[src/rtl/serial_adder.sv]
// Bit-serial adder/subtractor: one full-adder cell reused over WIDTH cycles.
// Produces a WIDTH-bit sum, carry-out and signed overflow.
module serial_adder #(
  parameter int WIDTH = 8
) (
  input  logic             CLK,
  input  logic             RST_N,
  input  logic             START,
  input  logic             SUB,
  input  logic [WIDTH-1:0] A,
  input  logic [WIDTH-1:0] B,
  input  logic             Ci,
  output logic             BUSY,
  output logic             DONE,
  output logic [WIDTH-1:0] S,
  output logic             Co,
  output logic             OVF
);

  localparam int CW = (WIDTH > 1) ? $clog2(WIDTH) : 1;

  localparam logic [1:0] ST_IDLE = 2'd0;
  localparam logic [1:0] ST_RUN  = 2'd1;
  localparam logic [1:0] ST_DONE = 2'd2;

  localparam logic [CW-1:0] LAST = CW'(WIDTH - 1);

  logic [1:0]       state_q, state_d;
  logic [CW-1:0]    cnt_q, cnt_d;
  logic [WIDTH-1:0] a_q, a_d;
  logic [WIDTH-1:0] b_q, b_d;
  logic             c_q, c_d;
  logic [WIDTH-1:0] p_q, p_d;
  logic [WIDTH-1:0] s_q, s_d;
  logic             co_q, co_d;
  logic             ovf_q, ovf_d;

  logic sum, cry, last;
  logic accept, run, done_idle;

  always_comb begin
    state_d = state_q;
    cnt_d   = cnt_q;
    a_d     = a_q;
    b_d     = b_q;
    c_d     = c_q;
    p_d     = p_q;
    s_d     = s_q;
    co_d    = co_q;
    ovf_d   = ovf_q;

    sum  = a_q[0] ^ b_q[0] ^ c_q;
    cry  = (a_q[0] & b_q[0]) | (a_q[0] & c_q) | (b_q[0] & c_q);
    last = (cnt_q == LAST);

    accept    = START && (state_q != ST_RUN);
    run       = (state_q == ST_RUN);
    done_idle = (state_q == ST_DONE) && !START;

    unique case (1'b1)
      accept: begin
        state_d = ST_RUN;
        cnt_d   = '0;
        a_d     = A;
        b_d     = SUB ? ~B : B;
        c_d     = SUB | Ci;
      end
      run: begin
        p_d            = p_q >> 1;
        p_d[WIDTH-1]   = sum;
        a_d            = a_q >> 1;
        b_d            = b_q >> 1;
        c_d            = cry;
        cnt_d          = cnt_q + CW'(1);
        if (last) begin
          // c_q is the carry into the MSB on this final bit
          state_d = ST_DONE;
          cnt_d   = '0;
          s_d     = p_d;
          co_d    = cry;
          ovf_d   = c_q ^ cry;
        end
      end
      done_idle: state_d = ST_IDLE;
      default: begin
        if (state_q != ST_IDLE && state_q != ST_DONE)
          state_d = ST_IDLE;
      end
    endcase
  end

  always_ff @(posedge CLK or negedge RST_N) begin
    if (!RST_N) begin
      state_q <= ST_IDLE;
      cnt_q   <= '0;
      a_q     <= '0;
      b_q     <= '0;
      c_q     <= 1'b0;
      p_q     <= '0;
      s_q     <= '0;
      co_q    <= 1'b0;
      ovf_q   <= 1'b0;
    end else begin
      state_q <= state_d;
      cnt_q   <= cnt_d;
      a_q     <= a_d;
      b_q     <= b_d;
      c_q     <= c_d;
      p_q     <= p_d;
      s_q     <= s_d;
      co_q    <= co_d;
      ovf_q   <= ovf_d;
    end
  end

  assign BUSY = (state_q == ST_RUN);
  assign DONE = (state_q == ST_DONE);
  assign S    = s_q;
  assign Co   = co_q;
  assign OVF  = ovf_q;

endmodule
[config.mk]
export PLATFORM = sky130hd
export DESIGN_NAME = serial_adder
export DESIGN_NICKNAME = d
export VERILOG_FILES = /design/src/rtl/serial_adder.sv
export SDC_FILE = /design/constraint.sdc
export NUM_CORES = 1
export LEC_CHECK = 0
export BUFFER_PORTS_ARGS = -buffer_cell sky130_fd_sc_hd__buf_2
export CAP_MARGIN = 15
export CORE_MARGIN = 2
export CORE_UTILIZATION = 54
export CTS_CLUSTER_SIZE = 20
export DETAILED_ROUTE_END_ITERATION = 8
export PLACE_DENSITY = 0.78
export SLEW_MARGIN = 30
export SYNTH_ARGS = -nofsm -noshare
export SYNTH_HDL_FRONTEND = slang
export SYNTH_SLANG_ARGS = --single-unit
export TNS_END_PERCENT = 1
[constraint.sdc]
create_clock -name CLK -period 1.7 [get_ports CLK]
set_input_delay 0.34 -clock CLK [delete_from_list [all_inputs] [get_ports CLK]]
set_output_delay 0.34 -clock CLK [all_outputs]
set_load 0.01 [all_outputs]
## After elaboration in Yosys (flattened, before gate mapping)

Index checks and enable logic that the tools add are counted.
Widths: inputs -> output; s select.

- $add $sub $neg: 1
- $mul: 0
- Div/mod/pow operators: 0
- Order comparisons: 0
- Equality and inequality tests: 6
- Shift operators: 0
- Muxes and demuxes: 9
- Bitwise operators: 10
- Reductions and logical operators: 9

Operators by type and width:

| cell | number |
|---|---|
| $pmux 8 s2 | 2 |
| $mux 8 | 1 |
| $not 8->8 | 1 |
| $pmux 2 s3 | 1 |
| $pmux 3 s2 | 1 |
| $mux 2 | 2 |
| $ne 2x1->1 const B | 2 |
| $reduce_and 2->1 | 2 |
| $reduce_bool 2->1 | 2 |
| $reduce_bool 4->1 | 1 |
| $add 3x1->3 const B | 1 |
| $and 1x1->1 | 3 |
| $eq 3x3->1 const B | 1 |
| $logic_and 1x1->1 | 3 |
| $mux 3 | 1 |
| $or 1x1->1 | 3 |
| $xor 1x1->1 | 3 |
| $eq 2x1->1 const B | 1 |
| $eq 2x2->1 const B | 1 |
| $ne 2x2->1 const B | 1 |
| $pmux 1 s2 | 1 |
| $logic_not 1->1 | 1 |

- Register bits: 40
- Latch bits: 0
- Bits in writable memories: 0
- Memory bits (read-only): 0
- Bits of input ports: 21
- Logic and storage cells: 44
- Memories: 0

## Depth between registers and ports, before layout

Gate-level depths: netlist of run 1.

- Depth in word-level cells: 4
- Gate-level depth with buffers: 6
- Depth with buffers taken out: 5

## Worst setup path before layout of run 1

OpenSTA, ideal clock, no wires.

- Path kind: reg-to-reg
- Start: register cnt_q[0]
- End: register co_q, in the netlist Co
- Setup time: 125 ps
- Arrival: 1,321 ps
- Data required time: 1,575 ps
- Setup slack: 255 ps
- Stages on the path, launching flop included: 6
- Buffers on the path: 1
- Clock period less this slack: 1,445 ps
- Path through: dfrtp_1 -> ha_1 -> ha_1 -> nand3b_4 -> buf_6 -> mux2_2

- Word-level cells in the longest chain between the ends: 2

Ends and longest elaborated chain:

| what | line | RTL |
|---|---|---|
| start: declaration | 29 | `logic [CW-1:0] cnt_q, cnt_d;` |
| start signal: assignment | 105 | `cnt_q <= cnt_d;` |
| $eq 3x3->1 | 54 | `last = (cnt_q == LAST);` |
| $reduce_and 2->1 (no source line) | - |  |
| end signal: assignment | 111 | `co_q <= co_d;` |
| end: declaration | 35 | `logic co_q, co_d;` |

Every way passes these cells.
A chain may end at the register's enable or synchronous reset.

## Final worst setup path of run 1

- Start: register cnt_q[0]
- End: register s_q[3], in the netlist S[3]

- Word-level cells in the longest chain between the ends: 2

Ends and longest elaborated chain:

| what | line | RTL |
|---|---|---|
| $eq 3x3->1 | 54 |  |
| $reduce_and 2->1 (no source line) | - |  |
| end signal: assignment | 100 | `s_q <= '0;` |
| end signal: assignment | 110 | `s_q <= s_d;` |
| end: declaration | 34 | `logic [WIDTH-1:0] s_q, s_d;` |

Every way passes these cells.

==> metrics.md, run 1 <==
| Metric | Value |
|---|---|
| Status | complete, no violations |
| First-pass GRT wire length | 5230 µm |
| Total GRT Usage | 0.199 |
| # nets final | 203 |
| Reg clk slew, reported paths | 0.11 ns |
| # DRC | 0 |
| Pwr dens | 1680 nW/µm² |
| Register area share after synthesis | 0.550 |
| RSZ-0062 raised after global routing | no |
| Via-per-instance ratio | 5.01 |
| Skew final | 0.00955 ns |
| Reg2reg start | cnt_q[0] |
| Pin count of the biggest net entering global routing | 23 |
| FF-to-FF End | S[3] |
| Area growth, synth to finish | 14.9% |
| CP most frequent cell | ha_1 |
| Setup-failing EPs final | 0 |
| Avg Inst Size Synth | 12.5 µm² |
| Clk sinks | 39 |
| Cell Int Power | ~2.2 mW |
| Cells after Synth | 142 |
| Die height | 61.3 µm |
| Psw | 1.23 mW |
| Netlist Area Pre-Place | 1780 µm² |
| Die width | 61.3 µm |
| Maxcap violations | 0 |
| Yosys reg bits | 39 |
| # fillers | 274 |
| Total negative slack | 0 ns |
| Kind of critical path | reg -> reg |
| Sequential share of power | 0.463 |
| Multi-input logic area | 727 µm² |
| Most frequent cells in the layout | dfrtp_1, buf_2, nand2_1, o21ai_0, mux2i_1 |
| I/O pins | 33 |
| Period minus WS final | 1.49 ns |
| Initial Utilization | 0.572 |
| Worst R2R Path Depth | 4 |
| Row Count | 20 |
| Crit path buf inv count | 0 |
| Slew margin rel. | 0.692 |
| Placed cell areas | 1970 µm² |
| Count of warnings emitted by yosys | 0 |
| Least-Margin Pin Slew | 0.462 ns |
| Unique cell type count in the Yosys netlist | 24 |
| Clock network fraction of total power | 0.128 |
| Hpwl dp | around 2300 µm |
| Iteration-0 DRC Markers | 25 |
| Crit path depth | 4 |
| Port Buffers | 32 |
| CTS buffer count | 5 |
| Register area | 976 µm² |
| CTS max path bufs | 2 |
| Share of cells above drive strength 1 | 0.350 |
| Class of the worst hold path | in -> reg |
| Worst vdd ir | 841 µV |
| Overflow left after global routing | 0 |
| CP endpoint kind | flip-flop |
| Vias in the first global route | 1205 |
| Final Hold Fails | 0 |
| Setup crit end | S[3] |
| PostCTS Resize Cnt | 0 |
| Crit path max-delay family | adder cells |
| Slowest CP cell | dfrtp_1 |
| WP data required | around 1.9 ns |
| Number of diodes | 0 |
| H-tree depth | 2 |
| Initial antenna violation count | 0 |
| Combinational Power Share | 0.408 |
| Worst setup SP type | flip-flop |
| Reg2reg setup slack | roughly 0.21 ns |
| Clock root buffer | clkbuf_4 |
| Sw Ratio | 0.357 |
| CP cell instances | ha_1 > ha_1 > nand3b_4 > mux2_2 |
| Commonest non-fill, non-tap cell in the layout | dfrtp_1 |
| Tcrit/Tclk final | 0.874 |
| Max Fclk | 673 MHz |
| Worst Setup SP | cnt_q[0] |
| Pre-Repair DR Iteration Count | 4 |
| Yosys top cell by area | dfrtp_1 |
| CP arrival | about 1.7 ns |
| ANT nets after route | 0 |
| Proportion of netlist area held by the largest area contributor | 0.550 |
| GPL Wtd Cong | 0.767 |
| Syn Nets | 166 |
| CP max stage delay | 0.41 ns |
| CTS tree | done |
| Finished Cell Area | 2040 µm² |
| Skew-Pair Late Insertion Delay | 0.34 ns |
| Core ar. | ~3100 µm² |
| Slew Viols, Final | 0 |
| Vias | 1123 |
| Die ar. | about 3800 µm² |
| Leakage power | roughly 1.0 nW |
| Critical path peak fanout | 12 |
| Routed WL per cell | 13.9 µm |
| Hold Path Cell Cnt | 3 |
| Post-Route WL | 3120 µm |
| Ranking of synthesized cells by area | dfrtp_1, mux2_2, mux2i_1, o21ai_0, nand2_1 |
[worst reg2reg max path, delay by kind of cell (launching register included)]
kind / cells / cell delay [ns]
mux: 1 / 0.36
fa+ha+maj: 2 / 0.43
simple gates: 1 / 0.18
flops: 1 / 0.41
[synth_stat cells]
library cell / instances
fa_1: 1
a22o_1: 1
buf_6: 3
dfrtp_1: 39
xnor2_1: 2
a211oi_1: 1
ha_1: 2
nand2b_1: 2
clkbuf_2: 1
buf_4: 2
nand2_1: 17
nor2_1: 7
buf_2: 3
a21o_1: 1
mux2i_1: 15
a211oi_2: 1
nor2b_4: 1
xor2_1: 7
and2b_1: 1
nand3b_4: 1
o21ai_0: 17
mux2_4: 2
mux2_2: 14
inv_1: 1
[per-stage QoR]
| step | setup WS (ns) | power [mW] | instances | util | hold WS (ns) |
|---|---|---|---|---|---|
| floorplan | 0.255 | 2.64 | 142 | - | 0.0444 |
| global placement | 0.278 | 2.89 | 214 | 0.635 | 0.313 |
| detailed placement | 0.222 | 3.00 | 214 | 0.635 | 0.316 |
| CTS | 0.202 | 3.48 | 224 | 0.657 | 0.247 |
| global route | 0.149 | 3.72 | 224 | 0.657 | 0.268 |
| finish | 0.215 | 3.43 | 224 | 0.657 | 0.255 |
[power by group through the flow]
| stage | sequential (mW) | combinational, mW | clock (mW) |
|---|---|---|---|
| 2_1_floorplan | 1.60 | 1.04 | 0 |
| 3_3_place_gp | 1.58 | 1.31 | 0 |
| 3_5_place_dp | 1.62 | 1.39 | 0 |
| 4_1_cts | 1.60 | 1.43 | 0.455 |
| 5_1_grt | 1.65 | 1.58 | 0.495 |
| 6_report | 1.59 | 1.40 | 0.440 |
[worst min path at each step]
stage | start | to | slack [ns]
CTS | A[7] | a_q[7] | 0.25
floorplan | RST_N | Co | 0.04
global route | A[5] | a_q[5] | 0.27
global placement | RST_N | p_q[3] | 0.31
detailed placement | RST_N | S[2] | 0.32
finish | A[7] | a_q[7] | 0.25
[logic make-up after synthesis]
| kind of cell | share of synthesized area |
|---|---|
| adder cells (fa/ha/maj) | 0.0254 |
| multiplexers | 0.190 |
| flip-flops | 0.550 |
| buffers and inverters | 0.0409 |
| XOR/XNOR | 0.0444 |
| AND/OR/NAND/NOR | 0.0810 |
| AO/OA/AOI/OAI | 0.0684 |
[metal layers]
| layer | routed length, µm | vias to the layer above | global-route usage |
|---|---|---|---|
| met2 | 1660 | 25 | 0.359 |
| met4 | 46 | 0 | 0.0729 |
| met3 | 135 | 6 | 0.0630 |
| met1 | 1280 | 539 | 0.219 |
| li1 | - | 553 | - |
| met5 | 0 | - | 0 |
[area by class of cell]
class | instances | share of cell area
clock inverter | 1 | 0.00245
multi-input combinational | 93 | 0.356
inverter | 1 | 0.00184
clock buffer | 7 | 0.0221
timing repair buffer | 39 | 0.112
sequential | 39 | 0.479
tap | 44 | 0.0270
[registers in the layout, indices dropped and copies added, names as in the netlist]
name	count
b_q	8
cnt_q	3
S	8
p_q	7
Co	1
OVF	1
state_q	2
a_q	8
c_q	1
[repair_timing]
action	in CTS	in global routing
hold buffers	1	0
endpoints found under the setup margin	1	0
setup buffers	1	0
hold endpoints to repair	20	0
Note: power is estimated with default switching activity, not from simulation.
==> run 2: changes to the inputs <==
CELL_PAD_IN_SITES_DETAIL_PLACEMENT = 2   (was unset)
CELL_PAD_IN_SITES_GLOBAL_PLACEMENT = 2   (was unset)
CORE_UTILIZATION = 36   (was 54)
PLACE_DENSITY = unset   (was 0.78)
PLACE_DENSITY_LB_ADDON = 0.1   (was unset)
==> metrics.md, run 2 (synthesis gave the netlist of run 1 again) <==
| Metric | Value |
|---|---|
| Status | complete, no violations |
| Post-CTS Hold Buffers | 0 |
| CTS tree | done |
| GPL Wtd Cong | ~0.7 |
| CP cell instances | nor2b_4 > buf_2 |
| Skew-Pair Late Insertion Delay | 0.29 ns |
| Die ar. | 5510 µm² |
| CP max stage delay | 0.41 ns |
| Tcrit/Tclk final | 0.898 |
| # nets final | 201 |
| # fillers | 519 |
| Pwr dens | 1740 nW/µm² |
| PostCTS Resize Cnt | 0 |
| Setup-failing EPs final | 0 |
| Routed WL per cell | roughly 15 µm |
| Reg clk slew, reported paths | about 0.080 ns |
| Final Hold Fails | 0 |
| I/O pins | 33 |
| Skew final | between 0.006 and 0.007 ns |
| Total negative slack | 0 ns |
| Most frequent cells in the layout | dfrtp_1, buf_2, nand2_1, o21ai_0, mux2i_1 |
| Clk sinks | 39 |
| Fin util | 0.435 |
| Vias | 1141 |
| Hpwl dp | 2620 µm |
| Share of cells above drive strength 1 | 0.348 |
| Area growth, synth to finish | 16.6% |
| Worst R2R Path Depth | 4 |
| Die width | roughly 74 µm |
| Slew Viols, Final | 0 |
| Total GRT Usage | 0.146 |
| Commonest non-fill, non-tap cell in the layout | dfrtp_1 |
| Core ar. | 4750 µm² |
| Initial antenna violation count | 0 |
| Reg2reg start | cnt_q[0] |
| Postcts setup bufs | 0 |
| WP data required | 1.36 ns |
| CTS max path bufs | 2 |
| Reg2reg setup slack | around 0.19 ns |
| Slew margin rel. | 0.589 |
| Pin count of the biggest net entering global routing | 25 |
| Via-per-instance ratio | 4.66 |
| Maxcap violations | 0 |
| Class of the worst hold path | in -> async |
| Slowest CP cell | dfrtp_1 |
| RSZ-0062 raised after global routing | no |
| First-pass GRT wire length | 6030 µm |
| Fin cells | ~250 |
| CP endpoint kind | primary output |
| FF-to-FF End | S[6] |
| Leakage power | 1.04 nW |
| Post-Route WL | 3620 µm |
| Clock root buffer | clkbuf_8 |
| Worst Setup SP | state_q[0] |
| GR peak layer | met2 |
| Worst vdd ir | 717 µV |
| Initial Utilization | 0.373 |
| Period minus WS final | 1.53 ns |
| Register area | slightly below 1000 µm² |
| Multi-input logic area | 727 µm² |
| Row Count | 25 |
| Total placed cells including tap cells | ~240 |
| CTS buffer count | 5 |
| Least-Margin Pin Slew | 0.616 ns |
| Pre-Repair DR Iteration Count | 4 |
| GR met1 Demand/Resource | 0.194 |
| Overflow left after global routing | 0 |
| H-tree depth | 2 |
| CP arrival | 1.19 ns |
| Max Fclk | 655 MHz |
| Vias in the first global route | 1223 |
| Port Buffers | 32 |
| Global Route met2 Usage | 0.230 |
| Number of diodes | 0 |
| ANT nets after route | 0 |
| Kind of critical path | reg -> out |
| # DRC | 0 |
| Die height | roughly 74 µm |
| Iteration-0 DRC Markers | 40 |
| M3 GR Usage | 0.0420 |
| Worst setup SP type | flip-flop |
| Critical path peak fanout | 11 |
-- run 2: layout make-up --
| cell class | count | share of cell area |
|---|---|---|
| Inverter | 1 | 0.00181 |
| Multi-Input combinational cell | 93 | 0.351 |
| Clock inverter | 1 | 0.00242 |
| Sequential cell | 39 | 0.472 |
| Clock buffer | 7 | 0.0369 |
| Tap cell | 67 | 0.0405 |
| Timing Repair Buffer | 37 | 0.0955 |
-- run 2: metal layers --
metal	wire length (µm)	vias to the layer above	share of wire
li1	-	547	-
met1	1670	565	0.46
met2	1750	24	0.48
met3	155	5	0.043
met4	53	0	0.015
met5	0	-	0
-- run 2: worst max-delay path: cells and delay by family (launching register included) --
family	cells	cell delay, ns
flip-flops	1	0.41
buffers and inverters	1	0.19
AND/OR/NAND/NOR	1	0.31
-- run 2: worst max path at each step --
stage          endpoint  slack (ns)  cells after the start
6_report           BUSY        0.17                      2
5_1_grt            BUSY        0.11                      2
3_3_place_gp         Co        0.26                      4
2_1_floorplan        Co        0.25                      5
3_5_place_dp       S[6]        0.18                      4
4_1_cts            BUSY        0.15                      2
-- run 2: through the flow --
step	power (mW)	setup WS (ns)	hold slack, ns	cell area, µm²
3_3_place_gp	2.93	0.258	0.358	1990
3_5_place_dp	3.05	0.181	0.363	1990
6_report	3.61	0.173	0.0261	2070
5_1_grt	3.91	0.110	0.0562	2070
2_1_floorplan	2.64	0.255	0.0444	1780
4_1_cts	3.68	0.147	0.0416	2070
-- run 2: report_power, final --
group          total, mW  switching, mW  internal (mW)  leakage (nW)
Clock              0.607          0.319          0.288        0.0422
Combinational       1.40          0.699          0.704         0.507
Sequential          1.60          0.253           1.34         0.494
==> run 3: changes to the inputs <==
clock period = 1.5 ns   (was 1.7 ns; I/O delays follow)
==> metrics.md, run 3 (synthesis gave the netlist of run 1 again) <==
| Metric | Value |
|---|---|
| Total negative slack | 0 ns |
| # nets final | 209 |
| Kind of critical path | reg -> reg |
| Worst hold slack | 0.289 ns |
| Final Hold Fails | 0 |
| Commonest non-fill, non-tap cell in the layout | dfrtp_1 |
| # fillers | around 500 |
| Class of the worst hold path | in -> reg |
| Area growth, synth to finish | 26.8% |
| Total power | 4.69 mW |
| Worst setup SP type | flip-flop |
| # DRC | 0 |
| Post-Route WL | between 4000 and 5000 µm |
| Skew-Pair Late Insertion Delay | 0.29 ns |
| CP endpoint kind | flip-flop |
| Clock root buffer | clkbuf_8 |
| Number of diodes | 0 |
| Vias in the first global route | roughly 1300 |
| Port Buffers | 32 |
| Period minus WS final | 1.46 ns |
| Reg clk slew, reported paths | 0.08 ns |
| CTS tree | done |
| Die ar. | 5510 µm² |
| Fin cells | between 200 and 300 |
| Max Fclk | 684 MHz |
| Initial antenna violation count | 0 |
| I/O pins | 33 |
| Die height | 74.2 µm |
| CTS buffer count | 5 |
| Pre-Repair DR Iteration Count | 4 |
| CP arrival | 1.64 ns |
| Pwr dens | ~2100 nW/µm² |
| WP data required | 1.68 ns |
| Skew final | 0.00607 ns |
| Maxcap violations | 0 |
| Leakage power | 1.13 nW |
| Iteration-0 DRC Markers | 35 |
| Total GRT Usage | 0.169 |
| Status | complete, no violations |
| Slew margin rel. | 0.709 |
| Vias | 1204 |
| Hpwl dp | ~2700 µm |
| Most frequent cells in the layout | dfrtp_1, buf_2, nand2_1, o21ai_0, mux2i_1 |
| Worst vdd ir | ~800 µV |
| Row Count | 25 |
| Initial Utilization | 0.373 |
| Core ar. | 4750 µm² |
| H-tree depth | 2 |
| CTS max path bufs | 2 |
| Clk sinks | 39 |
| Setup-failing EPs final | 0 |
| Share of cells above drive strength 1 | 0.389 |
| Die width | 74.2 µm |
| Least-Margin Pin Slew | ~0.44 ns |
| Pin count of the biggest net entering global routing | 24 |
| ANT nets after route | 0 |
| Total placed cells including tap cells | 237 |
| Routed WL per cell | 16.9 µm |
| Via-per-instance ratio | 4.78 |
| RSZ-0062 raised after global routing | yes |
| GPL Wtd Cong | 0.668 |
| Critical path peak fanout | 6 |
| First-pass GRT wire length | 6730 µm |
| Slew Viols, Final | 0 |
| Tcrit/Tclk final | 0.974 |
| Fin util | 0.474 |
| Overflow left after global routing | 0 |
[run 3: cell count changes in the layout (fill, tap and decap cells not counted), sizes merged]
cell,delta
buf,+6
clkinvlp,+1
bufbuf,+1
clkinv,-1
bufinv,+1
clkbuf,-2
dlygate4sd3,+1
[run 3: path summary, 6_finish.rpt]
| check | from | to | slack (ns) | depth (start not counted) |
|---|---|---|---|---|
| worst max-delay path | cnt_q[0] | S[4] | 0.04 | 5 |
| worst min-delay path | A[7] | a_q[7] | 0.29 | 3 |
| worst max register to register | cnt_q[0] | S[4] | 0.04 | 5 |
| worst min register to register | b_q[2] | b_q[1] | 0.50 | 2 |
| max in group asynchronous | RST_N | c_q | 0.54 | 3 |
| min in group asynchronous | RST_N | state_q[1] | 0.47 | 2 |
[run 3: critical path, stage by stage, from the launching register on]
cell and delay (ns):
dfrtp_1 0.41, ha_2 0.21, ha_4 0.17, nand3b_4 0.09, buf_8 0.13, mux2_2 0.34
[run 3: layer usage]
metal  vias up  wire length (µm)  GRT usage
li1        564                 -          -
met1       611              1930      0.211
met2        22              2120      0.290
met3         7               157     0.0461
met4         0                57     0.0476
met5         -                 0          0
[run 3: what timing repair did]
action / CTS / global route
cloned: 1 / 0
pin swaps: 0 / 1
hold endpoints to repair: 16 / 0
buffers inserted: 3 / 3
hold buffers: 1 / 0
setup endpoints to repair: 2 / 10
resized for setup: 0 / 9
[run 3: area by class of cell]
class,count,area [µm²],area share
clock inverter,2,37.5,0.0167
inverter,1,3.75,0.00167
sequential,39,976,0.433
clock buffer,5,68.8,0.0306
timing repair buffer,45,340,0.151
tap,67,83.8,0.0372
multi-input combinational,93,742,0.329
[run 3: where the power goes]
group          leakage, nW  internal [mW]  switching, mW
clock network       0.0502          0.486          0.381
registers            0.494           1.52          0.296
logic                0.581           1.09          0.919
total                 1.13           3.10           1.60
[run 3: per-stage QoR]
step	setup slack (ns)	area (µm²)
2_1_floorplan	0.0546	1780
3_3_place_gp	0.0548	2030
3_5_place_dp	0.00163	2030
4_1_cts	-0.00485	2200
5_1_grt	-0.00305	2250
6_report	0.0385	2250
